<file path="src/rtl/digit_entry.sv">
`default_nettype none
// ============================================================================
// digit_entry: debounced pushbutton digit capture with sequence position.
// Revision: 1.0
// ============================================================================
module digit_entry #(
  parameter int DEBOUNCE_CYCLES = 50000,
  parameter int N_DIGITS        = 6
) (
  input  logic       clk,
  input  logic       rst_n,
  input  logic       key_n,
  input  logic [9:0] sw,
  output logic [3:0] digit,
  output logic       digit_valid,
  output logic       digit_err,
  output logic [2:0] entry_idx,
  output logic       seq_done
);

  localparam int              CNT_W    = $clog2(DEBOUNCE_CYCLES);
  localparam logic [CNT_W-1:0] CNT_MAX  = CNT_W'(DEBOUNCE_CYCLES - 1);
  localparam logic [2:0]       POS_LAST = 3'(N_DIGITS - 1);

  typedef enum logic [1:0] {
    IDLE     = 2'd0,
    PRESS_DB = 2'd1,
    HELD     = 2'd2,
    REL_DB   = 2'd3
  } state_e;

  state_e           state_q;
  logic [CNT_W-1:0] cnt_q;
  logic [2:0]       pos_q;
  logic             key_meta_q, key_s_q;
  logic [9:0]       sw_meta_q, sw_s_q;
  logic [3:0]       digit_q;
  logic [2:0]       idx_q;
  logic             valid_q, err_q, seq_q;

  always_ff @(posedge clk) begin
    if (!rst_n) begin
      state_q    <= IDLE;
      cnt_q      <= '0;
      pos_q      <= '0;
      key_meta_q <= 1'b1;
      key_s_q    <= 1'b1;
      sw_meta_q  <= '0;
      sw_s_q     <= '0;
      digit_q    <= '0;
      idx_q      <= '0;
      valid_q    <= 1'b0;
      err_q      <= 1'b0;
      seq_q      <= 1'b0;
    end else begin
      key_meta_q <= key_n;
      key_s_q    <= key_meta_q;
      sw_meta_q  <= sw;
      sw_s_q     <= sw_meta_q;
      valid_q    <= 1'b0;
      err_q      <= 1'b0;
      seq_q      <= 1'b0;

      case (state_q)
        IDLE: begin
          if (!key_s_q) begin
            state_q <= PRESS_DB;
            cnt_q   <= '0;
          end
        end
        PRESS_DB: begin
          if (key_s_q) begin
            state_q <= IDLE;
          end else if (cnt_q != CNT_MAX) begin
            cnt_q <= cnt_q + 1'b1;
          end else begin
            // Press is stable: capture the switches seen on this very edge.
            state_q <= HELD;
            digit_q <= sw_s_q[3:0];
            err_q   <= (sw_s_q > 10'd9);
            idx_q   <= pos_q;
            valid_q <= 1'b1;
            seq_q   <= (pos_q == POS_LAST);
            pos_q   <= (pos_q == POS_LAST) ? 3'd0 : pos_q + 3'd1;
          end
        end
        HELD: begin
          if (key_s_q) begin
            state_q <= REL_DB;
            cnt_q   <= '0;
          end
        end
        REL_DB: begin
          if (!key_s_q) begin
            state_q <= HELD;
          end else if (cnt_q != CNT_MAX) begin
            cnt_q <= cnt_q + 1'b1;
          end else begin
            state_q <= IDLE;
          end
        end
        default: state_q <= IDLE;
      endcase
    end
  end

  assign digit       = digit_q;
  assign digit_valid = valid_q;
  assign digit_err   = err_q;
  assign entry_idx   = idx_q;
  assign seq_done    = seq_q;

endmodule
`default_nettype wire
</file>
<file path="config.mk">
export PLATFORM = sky130hd
export DESIGN_NAME = digit_entry
export DESIGN_NICKNAME = d
export VERILOG_FILES = /design/src/rtl/digit_entry.sv
export SDC_FILE = /design/constraint.sdc
export NUM_CORES = 1
export LEC_CHECK = 0
export BUFFER_PORTS_ARGS = -buffer_cell sky130_fd_sc_hd__buf_4
export CORE_MARGIN = 5
export CORE_UTILIZATION = 60
export CTS_BUF_LIST = sky130_fd_sc_hd__clkbuf_4
export DETAILED_ROUTE_END_ITERATION = 12
export PLACE_DENSITY = 0.9
export SYNTH_ARGS = -nofsm -noshare
export SYNTH_HDL_FRONTEND = slang
export SYNTH_SLANG_ARGS = --single-unit
</file>
<file path="constraint.sdc">
create_clock -name clk -period 3.2 [get_ports clk]
set_input_delay 0.48 -clock clk [delete_from_list [all_inputs] [get_ports clk]]
set_output_delay 0.48 -clock clk [all_outputs]
set_load 0.005 [all_outputs]
</file>
==> results_tabular.tex, run 1 <==
\begin{tabular}{lr}
\hline
Metric & Value \\
\hline
\multicolumn{2}{l}{\textbf{Floorplanning}} \\
\quad Number of core rows & 21 \\
\quad Initial Util & 0.626 \\
\quad Floorplan die height & 69.2 um \\
\quad Floorplan die width & 69.2 um \\
\quad Core ar. & 3360 sq um \\
\quad Number of top-level pins & 23 \\
\quad Area of the die & 4790 sq um \\
\multicolumn{2}{l}{\textbf{Timing}} \\
\quad Worst Clk Skew & 17.1 ps \\
\quad Final min period & 2240 ps \\
\quad Share of the cycle needed by the critical path after routing & 0.699 \\
\quad Worst-margin pin slew & 601 ps \\
\quad Maximum frequency from static timing analysis & 447 MHz \\
\quad Setup repair after global routing missed its margin & no \\
\quad Worst rel slew slack & 0.596 \\
\quad TNS Setup & 0 ps \\
\quad Final Max Slew Viols & 0 \\
\quad Number of failing hold endpoints at the final stage & 0 \\
\quad Final setup violation count & 0 \\
\multicolumn{2}{l}{\textbf{Clock tree}} \\
\quad Clock sink count & 53 \\
\quad CTS tree & done \\
\quad Maximum buffer depth of the clock tree & 2 \\
\quad Number of buffers inserted for hold repair after clock tree synthesis & 0 \\
\quad Clock slew at the register clock pins of the worst setup and hold paths & 150 ps \\
\quad Count of instances resized after the clock tree is built & 0 \\
\quad Insertion delay to the later sink of the worst-skew pair & 380 ps \\
\quad Postcts setup bufs & 0 \\
\quad CTS Buf Count & 5 \\
\quad H-tree Lvls & 2 \\
\quad Root Buffer Master & sky130\_fd\_sc\_hd\_\_clkbuf\_4 \\
\multicolumn{2}{l}{\textbf{Cells and area}} \\
\quad ANT cells & 0 \\
\quad Share of the core filled with cells & 0.699 \\
\quad Layout-stage area growth over the synthesis result & 11.7\% \\
\quad Fin nets & 259 \\
\quad Most common cell after layout, fill and taps aside & sky130\_fd\_sc\_hd\_\_dfxtp\_1 \\
\quad Number of filler cells placed in the layout & 274 \\
\quad Most frequent cells in the layout & sky130\_fd\_sc\_hd\_\_dfxtp\_1 (53), sky130\_fd\_sc\_hd\_\_buf\_4 (24), sky130\_fd\_sc\_hd\_\_and2\_1 (23) \\
\quad Share of post-route cells with drive strength above 1 & 0.150 \\
\multicolumn{2}{l}{\textbf{Yosys}} \\
\quad Cells after synthesis & 227 \\
\quad Yosys reg bits & 53 \\
\quad Ys async rst share & 0 \\
\quad Post-synth design cell area & 2100 sq um \\
\quad Average footprint of a synthesized cell & 9.27 sq um \\
\quad Cell type with the highest aggregate area in the netlist & sky130\_fd\_sc\_hd\_\_dfxtp\_1 \\
\quad Number of enable flip-flop cells after synthesis & 0 \\
\quad Distinct cell type count of the synthesized netlist & 41 \\
\quad Area share of the leading cell type in the synthesized netlist & 0.504 \\
\quad Total nets after synthesis & 241 \\
\quad Predominant post-synthesis flop cell & sky130\_fd\_sc\_hd\_\_dfxtp\_1 \\
\quad Sequential cell area fraction in the yosys report & 0.504 \\
\quad Count of synthesis-stage warnings from yosys & 0 \\
\quad Synth area leaders & sky130\_fd\_sc\_hd\_\_dfxtp\_1 (50\%), sky130\_fd\_sc\_hd\_\_and2\_1 (6.8\%), sky130\_fd\_sc\_hd\_\_nand3\_1 (4.8\%), sky130\_fd\_sc\_hd\_\_a21oi\_1 (2.9\%), sky130\_fd\_sc\_hd\_\_nand4\_1 (2.7\%) \\
\multicolumn{2}{l}{\textbf{Route}} \\
\quad Number of DRC markers in iteration 0 & 222 \\
\quad Remaining DRCs & 0 \\
\quad Final routed wire length divided by cell count & 14.7 um \\
\quad Initial DRT Pass Iterations & 4 \\
\quad Detailed-route vias per instance & 5.95 \\
\quad Antenna violation net count after detailed routing & 0 \\
\quad Via count of the routed design & 1738 \\
\quad Wire length after detailed routing & 4300 um \\
\multicolumn{2}{l}{\textbf{Setup path}} \\
\quad Critical Path End Type & flip-flop \\
\quad Largest fanout of any net on the critical path & 21 \\
\quad Setup crit start kind & flip-flop \\
\quad Slowest cell on the critical path & sky130\_fd\_sc\_hd\_\_or4\_4 \\
\quad Arrival time of the worst setup path & 2560 ps \\
\quad Critical path data required time & 3520 ps \\
\quad Count of buffer and inverter cells on the critical path & 0 \\
\quad Classification of the worst setup path & reg -> reg \\
\quad Delay of the slowest cell on the worst path & 630 ps \\
\quad Cell-by-cell listing of the critical path & or4b\_4 -> or4\_4 -> nor3\_1 -> and4b\_1 \\
\quad CP top delay family & simple AND/OR/NAND/NOR gates \\
\multicolumn{2}{l}{\textbf{Placement}} \\
\quad Total half-perimeter wirelength after legalization and detailed placement & 2990 um \\
\quad Last weighted congestion value of the routability-driven placer & 0.897 \\
\quad Count of buffers from port buffering & 22 \\
\multicolumn{2}{l}{\textbf{Outcome}} \\
\quad Status & finished clean \\
\multicolumn{2}{l}{\textbf{GRT}} \\
\quad Via count of the first global-routing pass & 1573 \\
\quad All-Layer GR Usage & 0.182 \\
\quad Pin count of the biggest net entering global routing & 36 \\
\quad Residual overflow from global routing & 0 \\
\quad Wire length of the first global-routing pass & 7280 um \\
\quad Initial antenna violation count & 0 \\
\multicolumn{2}{l}{\textbf{Pwr}} \\
\quad Maximum vdd ir drop & 0.000298 V \\
\quad Power per cell area & 442 nW/um\^{}2 \\
\quad P\_leak & 0.000884 uW \\
\multicolumn{2}{l}{\textbf{Run}} \\
\quad Count of maximum capacitance violations & 0 \\
\multicolumn{2}{l}{\textbf{Worst hold path}} \\
\quad Classification of the worst-slack hold path & in -> reg \\
\hline
\end{tabular}
==> state kept, by name, indices dropped and copies added (netlist names), 3 cells and up, named ones only <==
name       flops
sw_s_q        10
cnt_q         16
entry_idx      3
digit          4
pos_q          3
sw_meta_q     10
==> routing by layer <==
metal / part of all wire / GRT usage / routed length (um) / vias up
met1: 0.42 / 0.233 / 1820 / 801
met5: 0 / 0 / 0 / -
met2: 0.49 / 0.299 / 2130 / 63
met3: 0.062 / 0.0464 / 268 / 12
met4: 0.020 / 0.0629 / 85 / 0
li1: - / - / - / 862
==> metrics by stage <==
step | cells | setup slack, ps | hold WS (ps) | cell area (sq um) | total power [uW]
after floorplan | 227 | 1140 | 386 | 2100 | 713
after global placement | 284 | 1090 | 414 | 2280 | 729
after detailed placement | 284 | 1030 | 419 | 2280 | 731
after CTS | 292 | 982 | 292 | 2350 | 1040
after global routing | 292 | 850 | 277 | 2350 | 1080
final | 292 | 963 | 296 | 2350 | 1040
==> cells in the mapped netlist (2+ instances only) <==
master / count
sky130_fd_sc_hd__inv_1: 4
sky130_fd_sc_hd__o21ai_0: 10
sky130_fd_sc_hd__o211ai_1: 3
sky130_fd_sc_hd__nand4_1: 9
sky130_fd_sc_hd__nor2_1: 8
sky130_fd_sc_hd__mux2i_1: 3
sky130_fd_sc_hd__nor3_1: 6
sky130_fd_sc_hd__a31oi_1: 2
sky130_fd_sc_hd__a32oi_1: 2
sky130_fd_sc_hd__nand2b_1: 2
sky130_fd_sc_hd__or4_1: 4
sky130_fd_sc_hd__nor4_1: 5
sky130_fd_sc_hd__or3_1: 5
sky130_fd_sc_hd__nand4bb_1: 2
sky130_fd_sc_hd__dfxtp_1: 53
sky130_fd_sc_hd__or2_2: 3
sky130_fd_sc_hd__clkbuf_1: 11
sky130_fd_sc_hd__a21oi_1: 12
sky130_fd_sc_hd__a22o_1: 3
sky130_fd_sc_hd__xor2_1: 3
sky130_fd_sc_hd__nand2_1: 13
sky130_fd_sc_hd__and2_1: 23
sky130_fd_sc_hd__nand3_1: 20
sky130_fd_sc_hd__a221o_1: 2
sky130_fd_sc_hd__a211oi_1: 2
sky130_fd_sc_hd__and3_1: 2
==> report_power, final <==
| group | leakage, uW | internal, uW | switching (uW) | total, uW |
|---|---|---|---|---|
| Combinational | 0.000414 | 19.4 | 19.1 | 38.6 |
| Sequential | 0.000432 | 674 | 4.40 | 678 |
| Clock | 0.0000381 | 97.5 | 225 | 323 |
| Total | 0.000884 | 791 | 249 | 1040 |
==> worst paths after layout <==
check	depth (start not counted)	end	slack [ps]	startpoint
worst max-delay path	4	seq_done	960	cnt_q[8]
worst min-delay path	2	key_meta_q	300	key_n
worst min register to register	1	key_s_q	450	key_meta_q
worst max register to register	4	seq_done	960	cnt_q[8]
==> final cells by class <==
type	count	area, sq um	share of cell area
multi-input cells	157	971	0.413
inverters	4	15.0	0.00639
clock inverters	3	28.8	0.0122
clock buffers	5	37.5	0.0160
flip-flops and latches	53	1060	0.451
repair buffers	24	180	0.0766
well taps	46	57.6	0.0245
==> logic make-up after synthesis <==
family	synth area share
buffers and inverters	0.0345
and+or+nand+nor	0.294
AOI/OAI and AO/OA	0.130
xor gates and xnor gates	0.0166
muxes	0.0143
adders and majority gates	0.00594
DFF	0.504
Note: power is estimated with default switching activity, not from simulation.
==> run 2: changes to the inputs <==
==> constraint.sdc (replaced) <==
create_clock -name clk -period 2.2 [get_ports clk]
set_input_delay 0.33 -clock clk [delete_from_list [all_inputs] [get_ports clk]]
set_output_delay 0.33 -clock clk [all_outputs]
set_load 0.005 [all_outputs]
==> run 2 against run 1 <==
Register-to-register slack got worse by 930 ps. Critical path depth stayed put. First-iteration DRC count decreased by 17%. Largest power group unchanged.
==> results_tabular.tex, run 2 (synthesis results as in run 1) <==
\begin{tabular}{lr}
\hline
Metric & Value \\
\hline
\multicolumn{2}{l}{\textbf{Outcome}} \\
\quad Status & finished clean \\
\multicolumn{2}{l}{\textbf{Floorplanning}} \\
\quad Floorplan die width & 69.2 um \\
\quad Initial Util & 0.626 \\
\quad Number of core rows & 21 \\
\quad Number of top-level pins & 23 \\
\quad Area of the die & 4790 sq um \\
\quad Core ar. & 3360 sq um \\
\quad Floorplan die height & 69.2 um \\
\multicolumn{2}{l}{\textbf{Setup path}} \\
\quad Setup crit start kind & flip-flop \\
\quad Slowest cell on the critical path & sky130\_fd\_sc\_hd\_\_or4\_4 \\
\quad Logic depth of the worst register-to-register path & 4 \\
\quad Delay of the slowest cell on the worst path & 580 ps \\
\quad Worst path depth & 4 \\
\quad CP top delay family & simple AND/OR/NAND/NOR gates \\
\quad Cell-by-cell listing of the critical path & or4b\_4 -> or4\_4 -> nor3\_1 -> a21boi\_1 \\
\quad Critical Path End Type & flip-flop \\
\quad Largest fanout of any net on the critical path & 12 \\
\quad Classification of the worst setup path & reg -> reg \\
\quad Arrival time of the worst setup path & 2480 ps \\
\quad Count of buffer and inverter cells on the critical path & 0 \\
\quad Critical path data required time & 2520 ps \\
\multicolumn{2}{l}{\textbf{Timing}} \\
\quad Final setup violation count & 0 \\
\quad Final Max Slew Viols & 0 \\
\quad Worst-margin pin slew & 666 ps \\
\quad Worst rel slew slack & 0.553 \\
\quad Share of the cycle needed by the critical path after routing & 0.984 \\
\quad Setup repair after global routing missed its margin & yes \\
\quad Maximum frequency from static timing analysis & 462 MHz \\
\quad Worst Clk Skew & 9.45 ps \\
\quad Number of failing hold endpoints at the final stage & 0 \\
\quad Final min period & 2170 ps \\
\multicolumn{2}{l}{\textbf{Placement}} \\
\quad Number of instances in the placed design & 288 \\
\quad Total half-perimeter wirelength after legalization and detailed placement & 3030 um \\
\quad Last weighted congestion value of the routability-driven placer & 0.878 \\
\quad Count of buffers from port buffering & 22 \\
\multicolumn{2}{l}{\textbf{GRT}} \\
\quad Residual overflow from global routing & 0 \\
\quad Wire length of the first global-routing pass & 7450 um \\
\quad Via count of the first global-routing pass & 1637 \\
\quad All-Layer GR Usage & 0.190 \\
\quad Pin count of the biggest net entering global routing & 36 \\
\quad Initial antenna violation count & 0 \\
\multicolumn{2}{l}{\textbf{Clock tree}} \\
\quad Insertion delay to the later sink of the worst-skew pair & 390 ps \\
\quad H-tree Lvls & 2 \\
\quad Maximum buffer depth of the clock tree & 2 \\
\quad Clock slew at the register clock pins of the worst setup and hold paths & 160 ps \\
\quad CTS Buf Count & 5 \\
\quad Count of instances resized after the clock tree is built & 0 \\
\quad Root Buffer Master & sky130\_fd\_sc\_hd\_\_clkbuf\_4 \\
\quad Clock sink count & 53 \\
\quad CTS tree & done \\
\multicolumn{2}{l}{\textbf{Route}} \\
\quad Initial DRT Pass Iterations & 4 \\
\quad Number of DRC markers in iteration 0 & 184 \\
\quad Detailed-route vias per instance & 5.99 \\
\quad Final routed wire length divided by cell count & 14.7 um \\
\quad Antenna violation net count after detailed routing & 0 \\
\quad Remaining DRCs & 0 \\
\quad Wire length after detailed routing & 4350 um \\
\quad Via count of the routed design & 1772 \\
\multicolumn{2}{l}{\textbf{Pwr}} \\
\quad Maximum vdd ir drop & 0.000436 V \\
\quad Net load switching power & 369 uW \\
\quad Switching share of total power & 0.244 \\
\quad Clock group share of total power & 0.312 \\
\quad Sequential power share & 0.651 \\
\quad Share of total power in combinational logic & 0.037 \\
\quad Cell internal pwr & 1150 uW \\
\quad P\_leak & 0.000903 uW \\
\quad Power per cell area & 637 nW/um\^{}2 \\
\multicolumn{2}{l}{\textbf{Cells and area}} \\
\quad Share of post-route cells with drive strength above 1 & 0.164 \\
\quad Largest registers in the final layout & cnt\_q: 16 flops, sw\_meta\_q: 10 flops, sw\_s\_q: 10 flops \\
\quad Layout-stage area growth over the synthesis result & 13.0\% \\
\quad Most frequent cells in the layout & sky130\_fd\_sc\_hd\_\_dfxtp\_1 (53), sky130\_fd\_sc\_hd\_\_buf\_4 (28), sky130\_fd\_sc\_hd\_\_and2\_1 (23) \\
\quad Share of the core filled with cells & 0.707 \\
\quad Most common cell after layout, fill and taps aside & sky130\_fd\_sc\_hd\_\_dfxtp\_1 \\
\quad Layout Cells excl Fill & 296 \\
\quad Top register by number of flip-flops & cnt\_q \\
\quad Number of flip-flops in the largest register & 16 \\
\quad Number of filler cells placed in the layout & 272 \\
\quad Fin nets & 263 \\
\quad ANT cells & 0 \\
\multicolumn{2}{l}{\textbf{Worst hold path}} \\
\quad Hold path cells & 2 \\
\quad Classification of the worst-slack hold path & in -> reg \\
\multicolumn{2}{l}{\textbf{Run}} \\
\quad Count of maximum capacitance violations & 0 \\
\hline
\end{tabular}
## run 2: changes by cell type in the layout (fill, tap and decap cells not counted)
cell,previous run,this run
sky130_fd_sc_hd__buf_4,24,28
sky130_fd_sc_hd__inv_6,2,3
sky130_fd_sc_hd__inv_8,1,0
## run 2: worst paths after layout
check	from	endpoint	slack, ps
setup / recovery	cnt_q[5]	digit_err	30
hold / removal	key_n	key_meta_q	120
setup reg to reg	cnt_q[5]	digit_err	30
hold reg to reg	key_meta_q	key_s_q	450
## run 2: timing repair
item / in CTS / in global routing
hold buffers: 0 / 0
buffers inserted: 0 / 0
endpoints found under the setup margin: 0 / 8
## run 2: power by group through the flow
stage	Sequential, uW	Clock, uW	Combinational [uW]
3_3_place_gp	1010	0	54.0
2_1_floorplan	1000	0	33.6
6_report	986	473	56.1
3_5_place_dp	1010	0	56.3
4_1_cts	986	479	56.4
5_1_grt	989	519	63.3
## run 2: stage by stage
| stage | TNS (ps) | power (uW) | area, sq um | setup WS, ps | hold slack, ps |
|---|---|---|---|---|---|
| 6_report | 0 | 1520 | 2380 | 34.8 | 123 |
| 5_1_grt | -492 | 1570 | 2380 | -86.1 | 103 |
| 4_1_cts | 0 | 1520 | 2380 | 30.8 | 109 |
| 3_5_place_dp | 0 | 1060 | 2310 | 71.2 | 414 |
| 3_3_place_gp | 0 | 1060 | 2310 | 114 | 416 |
| 2_1_floorplan | 0 | 1040 | 2100 | 140 | 386 |
## run 2: worst reg2reg max path: cells and delay by family, from the launching register on
kind            cells  cell delay (ps)
simple gates        3             1510
compound gates      1              220
flops               1              380
## run 2: area by class of cell
type                    count  area (sq um)  area share
clock buffers               5          37.5      0.0158
clock inverters             3          26.3      0.0110
inverters                   4          15.0     0.00631
multi-input cells         157           971       0.408
flip-flops and latches     53          1060       0.446
well taps                  46          57.6      0.0242
repair buffers             28           210      0.0884
## run 2: per-layer routing
| metal | track usage | up-vias | part of all wire | routed length [um] |
|---|---|---|---|---|
| met5 | 0 | - | 0 | 0 |
| met4 | 0.0759 | 0 | 0.024 | 106 |
| met3 | 0.0565 | 14 | 0.067 | 292 |
| met2 | 0.308 | 68 | 0.48 | 2100 |
| met1 | 0.234 | 818 | 0.43 | 1860 |
| li1 | - | 872 | - | - |
